==> src/rtl/lamp_sequencer_pkg.sv <==
// Shared types and lamp encodings for the lamp sequencer slice.
// Package lamp_pkg is imported by the sequencer top level.
package lamp_pkg;

  typedef enum logic [1:0] {
    S_RED    = 2'd0,
    S_GREEN  = 2'd1,
    S_YELLOW = 2'd2
  } phase_e;

  localparam logic [2:0] LIGHT_RED    = 3'b100;
  localparam logic [2:0] LIGHT_GREEN  = 3'b010;
  localparam logic [2:0] LIGHT_YELLOW = 3'b001;

  // The unused encoding 2'b11 decodes as RED so the lamps never go dark.
  function automatic logic [2:0] light_of(input logic [1:0] st);
    case (st)
      S_GREEN:  return LIGHT_GREEN;
      S_YELLOW: return LIGHT_YELLOW;
      default:  return LIGHT_RED;
    endcase
  endfunction

  function automatic logic [1:0] phase_of(input logic [1:0] st);
    case (st)
      S_GREEN:  return S_GREEN;
      S_YELLOW: return S_YELLOW;
      default:  return S_RED;
    endcase
  endfunction

endpackage

==> src/rtl/lamp_sequencer_if.sv <==
// Control/status bundle between the tick logic, the lamp sequencer and the lamp drivers.
interface lamp_sequencer_if;

  logic       en;
  logic       ped_req;
  logic [2:0] light;
  logic [1:0] phase;
  logic       phase_start;
  logic       ped_ack;

  modport master (
    output en, ped_req,
    input  light, phase, phase_start, ped_ack
  );

  modport slave (
    input  en, ped_req,
    output light, phase, phase_start, ped_ack
  );

endinterface

==> src/rtl/lamp_sequencer_dwell_counter.sv <==
// Phase dwell counter: counts enabled cycles, flags the last enabled cycle of a dwell.
module dwell_counter #(
  parameter int CNT_W = 8
) (
  input  logic             clk,
  input  logic             rst_n,
  input  logic             clear_i,
  input  logic             en_i,
  input  logic [CNT_W-1:0] term_i,
  output logic             done_o,
  output logic [CNT_W-1:0] cnt_o
);

  logic [CNT_W-1:0] cnt_q;
  logic [CNT_W-1:0] cnt_d;

  // Clear has priority so a phase change always starts the new dwell at 0.
  always_comb begin
    cnt_d = cnt_q;
    if (clear_i) begin
      cnt_d = '0;
    end else if (en_i) begin
      cnt_d = cnt_q + 1'b1;
    end
  end

  // NOTE: sequential state uses non-blocking assignments so every flop samples pre-edge values.
  always_ff @(posedge clk or negedge rst_n) begin
    if (!rst_n) begin
      cnt_q <= '0;
    end else begin
      cnt_q <= cnt_d;
    end
  end

  assign done_o = en_i && (cnt_q == term_i - 1'b1);
  assign cnt_o  = cnt_q;

endmodule

==> src/rtl/lamp_sequencer.sv <==
// Three-lamp sequencer RED -> GREEN -> YELLOW with per-phase dwell and run enable.
// Define LAMP_PED_EN to add the pedestrian request latch and early GREEN cut.
module lamp_sequencer
  import lamp_pkg::*;
#(
  parameter int CNT_W        = 8,
  parameter int RED_TICKS    = 8,
  parameter int GREEN_TICKS  = 6,
  parameter int YELLOW_TICKS = 2,
  parameter int MIN_GREEN    = 2
) (
  input logic              clk,
  input logic              rst_n,
  lamp_sequencer_if.slave  bus
);

  localparam int TICK_LIMIT = 1 << CNT_W;

  if (RED_TICKS < 1 || RED_TICKS >= TICK_LIMIT) begin : g_bad_red
    $error("lamp_sequencer: RED_TICKS out of range");
  end
  if (GREEN_TICKS < 1 || GREEN_TICKS >= TICK_LIMIT) begin : g_bad_green
    $error("lamp_sequencer: GREEN_TICKS out of range");
  end
  if (YELLOW_TICKS < 1 || YELLOW_TICKS >= TICK_LIMIT) begin : g_bad_yellow
    $error("lamp_sequencer: YELLOW_TICKS out of range");
  end
  if (MIN_GREEN < 1 || MIN_GREEN > GREEN_TICKS) begin : g_bad_min_green
    $error("lamp_sequencer: MIN_GREEN out of range");
  end

  localparam logic [1:0] ST_RED    = S_RED;
  localparam logic [1:0] ST_GREEN  = S_GREEN;
  localparam logic [1:0] ST_YELLOW = S_YELLOW;

  localparam logic [CNT_W-1:0] RED_T    = CNT_W'(RED_TICKS);
  localparam logic [CNT_W-1:0] GREEN_T  = CNT_W'(GREEN_TICKS);
  localparam logic [CNT_W-1:0] YELLOW_T = CNT_W'(YELLOW_TICKS);

  logic [1:0]       state_q;
  logic [1:0]       state_d;
  logic             phase_start_q;
  logic             transition;
  logic             cut;
  logic             done;
  logic [CNT_W-1:0] cnt;
  logic [CNT_W-1:0] term;

  always_comb begin
    case (state_q)
      ST_GREEN:  term = GREEN_T;
      ST_YELLOW: term = YELLOW_T;
      default:   term = RED_T;
    endcase
  end

  dwell_counter #(
    .CNT_W (CNT_W)
  ) u_dwell (
    .clk     (clk),
    .rst_n   (rst_n),
    .clear_i (transition),
    .en_i    (bus.en),
    .term_i  (term),
    .done_o  (done),
    .cnt_o   (cnt)
  );

  // NOTE: state_d gets a default before the case so no path leaves it unassigned (no latch).
  always_comb begin
    state_d = state_q;
    case (state_q)
      ST_RED:    if (done)        state_d = ST_GREEN;
      ST_GREEN:  if (done || cut) state_d = ST_YELLOW;
      ST_YELLOW: if (done)        state_d = ST_RED;
      default:                    state_d = ST_RED;
    endcase
  end

  // Every state change, including recovery from the illegal code, restarts the dwell.
  assign transition = (state_d != state_q);

  always_ff @(posedge clk or negedge rst_n) begin
    if (!rst_n) begin
      state_q       <= ST_RED;
      phase_start_q <= 1'b0;
    end else begin
      state_q       <= state_d;
      phase_start_q <= transition;
    end
  end

`ifdef LAMP_PED_EN
  localparam logic [CNT_W-1:0] MIN_GREEN_LAST = CNT_W'(MIN_GREEN - 1);

  logic ped_pend_q;
  logic ped_pend_d;
  logic ped_ack_q;

  // The cut is independent of done, so a natural end on an eligible edge still acknowledges.
  assign cut = bus.en && (state_q == ST_GREEN) && ped_pend_q && (cnt >= MIN_GREEN_LAST);

  // A request arriving while one is being served merges into it.
  assign ped_pend_d = cut ? 1'b0 : (ped_pend_q | bus.ped_req);

  always_ff @(posedge clk or negedge rst_n) begin
    if (!rst_n) begin
      ped_pend_q <= 1'b0;
      ped_ack_q  <= 1'b0;
    end else begin
      ped_pend_q <= ped_pend_d;
      ped_ack_q  <= cut;
    end
  end

  assign bus.ped_ack = ped_ack_q;
`else
  logic unused_ped_req;

  assign unused_ped_req = bus.ped_req;
  assign cut            = 1'b0;
  assign bus.ped_ack    = 1'b0;
`endif

  assign bus.light       = light_of(state_q);
  assign bus.phase       = phase_of(state_q);
  assign bus.phase_start = phase_start_q;

endmodule

==> src/flat_wrapper.sv <==
// flat-port wrapper written by rule: the top's interface ports become plain ports
module lamp_sequencer_flat import lamp_pkg::*;
#(
  parameter int CNT_W        = 8,
  parameter int RED_TICKS    = 8,
  parameter int GREEN_TICKS  = 6,
  parameter int YELLOW_TICKS = 2,
  parameter int MIN_GREEN    = 2
)
  (clk, rst_n, bus_en, bus_ped_req, bus_light, bus_phase, bus_phase_start, bus_ped_ack);
  lamp_sequencer_if bus_i ();
  input logic clk;
  input logic rst_n;
  input wire logic [$bits(bus_i.en)-1:0] bus_en;
  input wire logic [$bits(bus_i.ped_req)-1:0] bus_ped_req;
  output wire logic [$bits(bus_i.light)-1:0] bus_light;
  output wire logic [$bits(bus_i.phase)-1:0] bus_phase;
  output wire logic [$bits(bus_i.phase_start)-1:0] bus_phase_start;
  output wire logic [$bits(bus_i.ped_ack)-1:0] bus_ped_ack;
  assign bus_i.en = bus_en;
  assign bus_i.ped_req = bus_ped_req;
  assign bus_light = bus_i.light;
  assign bus_phase = bus_i.phase;
  assign bus_phase_start = bus_i.phase_start;
  assign bus_ped_ack = bus_i.ped_ack;
  lamp_sequencer #(.CNT_W(CNT_W), .RED_TICKS(RED_TICKS), .GREEN_TICKS(GREEN_TICKS), .YELLOW_TICKS(YELLOW_TICKS), .MIN_GREEN(MIN_GREEN)) u_core (.clk(clk), .rst_n(rst_n), .bus(bus_i));
endmodule
==> config.mk <==
export PLATFORM = sky130hd
export DESIGN_NAME = lamp_sequencer_flat
export DESIGN_NICKNAME = d
export VERILOG_FILES = /design/src/rtl/lamp_sequencer_pkg.sv /design/src/rtl/lamp_sequencer_if.sv /design/src/rtl/lamp_sequencer_dwell_counter.sv /design/src/rtl/lamp_sequencer.sv /design/src/flat_wrapper.sv
export SDC_FILE = /design/constraint.sdc
export NUM_CORES = 1
export LEC_CHECK = 0
export CAP_MARGIN = 30
export CORE_MARGIN = 4
export CORE_UTILIZATION = 35
export CTS_BUF_LIST = sky130_fd_sc_hd__clkbuf_2
export DETAILED_ROUTE_END_ITERATION = 8
export MAX_ROUTING_LAYER = met4
export PLACE_DENSITY = 0.55
export SLEW_MARGIN = 20
export SYNTH_ARGS = -nofsm -noshare
export SYNTH_HDL_FRONTEND = slang
export SYNTH_SLANG_ARGS = --single-unit
==> constraint.sdc <==
create_clock -name clk -period 2.5 [get_ports clk]
set_clock_uncertainty 0.1 [all_clocks]
set_input_delay 0.375 -clock clk [delete_from_list [all_inputs] [get_ports clk]]
set_output_delay 0.375 -clock clk [all_outputs]
set_load 0.02 [all_outputs]
==> impl_metrics.ini <==
[outcome]
run_status = complete, no violations

[place]
gp_congestion = 0.849
placement.io_buffers = 8
post-place-cells = 103
place_hpwl_um = 1020

[power_and_ir_drop]
pwrdens_mw_per_mm2 = 1050
clkPwrFrac = 0.120
netSwitchingPower_uw = 388
cell_internal_pwr_uw = 488
power.static_leakage_nw = 0.355
power.share.switching = 0.443
comb_power_share = 0.521
p_seq_frac = 0.359
highest_ir_drop_seen_on_vdd_uv = 570

[die]
design.portCount = 11
num_rows = 16
fp.dieH_um = 53.7
floorplan.initialDensity = 0.369
dieArea_mm2 = 0.00288
core-area_mm2 = 0.00198
die-width_um = 53.7

[detailed_routing]
ant_nets = 0
drt_first_iter_violations = 14
routed_wirelength_um = 1390
detail_route.first_pass.iterations = 4
route.vias.total = 530
drt_via_density = 4.95
final_routed_drc_violation_total = 0
routedWlPerCell_um = 13.0

[synthesis]
postSynthRegisterBits = 11
post_synth_instance_area_um2 = 731
synth_cell_type_count = 21
postSynthAreaPerCell_um2 = 10.0
synth_warnings = 0
synth_sequential_area_ratio = 0.377
mappedNetlistNets = 83
postSynthCellCount = 73

[job]
max_cap_violations = 0

[global_route]
grt_overflow_total = 0
grt_start_max_net_pins = 12
vias_in_the_first_global_route = 566
grt_usage = 0.120
grt_first_pass_wirelength_um = 2390
number_of_antenna_violations_at_the_first_check_in_global_routing = 0

[clock_tree]
cts_tree = built
cts_buffers = 3
cts.sink_count = 11
clockRootBuffer = sky130_fd_sc_hd__clkbuf_2
post-cts-setup-buffers = 0
cts_max_path_buffers = 2
cts.clk_slew.worst_paths_ns = 0.12
clock_latency_on_the_worst_skew_pair_ns = 0.26
cts_repair_resize_count = 0
number_of_levels_the_h_tree_was_split_into = 1
hold_buffer_count_at_cts = 0

[cells_and_area]
drive_gt1_frac = 0.0875
diodes = 0
layout.filler_cells = 198
design.final.nets = 91
final-seq-area_um2 = 275
stdcell_count = 107
multi_input_comb_area_um2 = 408
syn2layout_area_growth_pct = 13.9

[critical_path]
crit_path_end_kind = primary output
critical_path_arrival_ns = 1.87
crit_path_max_fanout = 5
timing.critical_path.from_type = flip-flop
worst-setup-path-type = flip-flop to primary output
crit_required_ns = 2.03

[hold_path]
hold_path.class = primary input to asynchronous set/reset pin

[timing]
fin_setup_tns_ns = 0
fmax_mhz = 427
maxSlewHeadroom = 0.661
max_slew.worst_pin.slew_ns = 0.507
rsz0062_at_grt = false
min_clock_period_post_route_ns = 2.34
timing.final.crit_share = 0.937
final_hold_vio_count = 0
pins_over_slew_limit = 0
setup_viol = 0
hold_slack_ns = 0.331
-- routing by layer --
| layer | up-vias | wire length [µm] | GRT usage |
|---|---|---|---|
| met5 | - | 0 | - |
| met4 | 0 | 9 | 0.0936 |
| met3 | 2 | 59 | 0.0277 |
| met2 | 11 | 648 | 0.171 |
| met1 | 256 | 672 | 0.143 |
| li1 | 261 | - | - |
-- sequential cells by signal, summed over array words and instances, names as in the netlist --
signal,count
u_core.state_q,2
u_core.bus.phase_start,1
u_core.u_dwell.cnt_o,8
-- power groups by stage --
stage	Clock [mW]	Sequential [mW]	Combinational, mW
CTS	0.114	0.315	0.463
floorplan	0	0.298	0.362
global route	0.123	0.325	0.507
detailed placement	0	0.319	0.460
finish	0.105	0.315	0.457
global placement	0	0.316	0.454
-- cell type report --
cell class                      instances  share of cell area
Multi-Input combinational cell         53               0.490
Sequential cell                        11               0.331
Timing Repair Buffer                    8              0.0962
Tap cell                               27              0.0406
Clock buffer                            4              0.0241
Inverter                                4              0.0180
-- final timing paths --
check / startpoint / endpoint / slack, ns / cells after the start
min: rst_n / u_core.state_q[0]$_DFF_PN0_ / 0.33 / 1
max reg2reg: u_core.state_q[1]$_DFF_PN0_ / u_core.state_q[0]$_DFF_PN0_ / 0.42 / 6
max in group asynchronous: rst_n / u_core.u_dwell.cnt_o[2]$_DFFE_PN0P_ / 1.62 / 1
max: u_core.state_q[1]$_DFF_PN0_ / bus_light[2] / 0.16 / 4
min reg2reg: u_core.u_dwell.cnt_o[7]$_DFFE_PN0P_ / u_core.u_dwell.cnt_o[7]$_DFFE_PN0P_ / 0.52 / 2
min in group clk: u_core.u_dwell.cnt_o[7]$_DFFE_PN0P_ / u_core.u_dwell.cnt_o[7]$_DFFE_PN0P_ / 0.52 / 2
-- cells in the mapped netlist --
cell type | n | area share
sky130_fd_sc_hd__dfrtp_1 | 11 | 0.38
sky130_fd_sc_hd__a21oi_1 | 10 | 0.068
sky130_fd_sc_hd__ha_1 | 6 | 0.10
sky130_fd_sc_hd__xor2_1 | 6 | 0.072
sky130_fd_sc_hd__nor2_1 | 5 | 0.026
sky130_fd_sc_hd__xnor2_1 | 5 | 0.060
sky130_fd_sc_hd__inv_1 | 4 | 0.021
sky130_fd_sc_hd__nand2_1 | 4 | 0.021
sky130_fd_sc_hd__nand4_1 | 4 | 0.034
sky130_fd_sc_hd__buf_4 | 3 | 0.031
sky130_fd_sc_hd__and2_1 | 2 | 0.017
sky130_fd_sc_hd__buf_2 | 2 | 0.014
sky130_fd_sc_hd__nor3_1 | 2 | 0.014
sky130_fd_sc_hd__o221a_1 | 2 | 0.031
sky130_fd_sc_hd__and4_1 | 1 | 0.012
sky130_fd_sc_hd__conb_1 | 1 | 0.0051
sky130_fd_sc_hd__mux2i_1 | 1 | 0.014
sky130_fd_sc_hd__nand4_2 | 1 | 0.017
sky130_fd_sc_hd__nor2b_1 | 1 | 0.0086
sky130_fd_sc_hd__nor4_4 | 1 | 0.029
sky130_fd_sc_hd__o22ai_4 | 1 | 0.027
-- stage by stage --
step / utilization / area (µm²) / worst slack, ns / power, mW
2_1_floorplan: - / 731 / 0.561 / 0.660
3_3_place_gp: 0.410 / 812 / 0.477 / 0.770
3_5_place_dp: 0.410 / 812 / 0.426 / 0.779
4_1_cts: 0.420 / 832 / 0.135 / 0.892
5_1_grt: 0.420 / 832 / 0.0764 / 0.955
6_report: 0.420 / 832 / 0.156 / 0.876
-- logic make-up after synthesis --
| family | count (synthesis) | share of synthesized area |
|---|---|---|
| adders and majority gates | 6 | 0.103 |
| xor gates and xnor gates | 11 | 0.132 |
| muxes | 1 | 0.0137 |
| other | 1 | 0.00513 |
| and+or+nand+nor | 21 | 0.178 |
| AOI/OAI and AO/OA | 13 | 0.127 |
| buffers and inverters | 9 | 0.0651 |
| DFF | 11 | 0.377 |
-- critical path, cell delays in order (launching register included) --
cell and delay, ns:
sky130_fd_sc_hd__dfrtp_1 0.46, sky130_fd_sc_hd__inv_1 0.14, sky130_fd_sc_hd__ha_1 0.34, sky130_fd_sc_hd__inv_1 0.07
sky130_fd_sc_hd__clkdlybuf4s50_1 0.60
-- placed cells by master, fill, tap and decap left out, types with 5 or more instances in the layout --
cell / n
sky130_fd_sc_hd__xor2_1: 6
sky130_fd_sc_hd__nor2_1: 5
sky130_fd_sc_hd__xnor2_1: 5
sky130_fd_sc_hd__clkdlybuf4s50_1: 8
sky130_fd_sc_hd__ha_1: 6
sky130_fd_sc_hd__dfrtp_1: 11
sky130_fd_sc_hd__a21oi_1: 10
(Power assumes the default switching activity.)
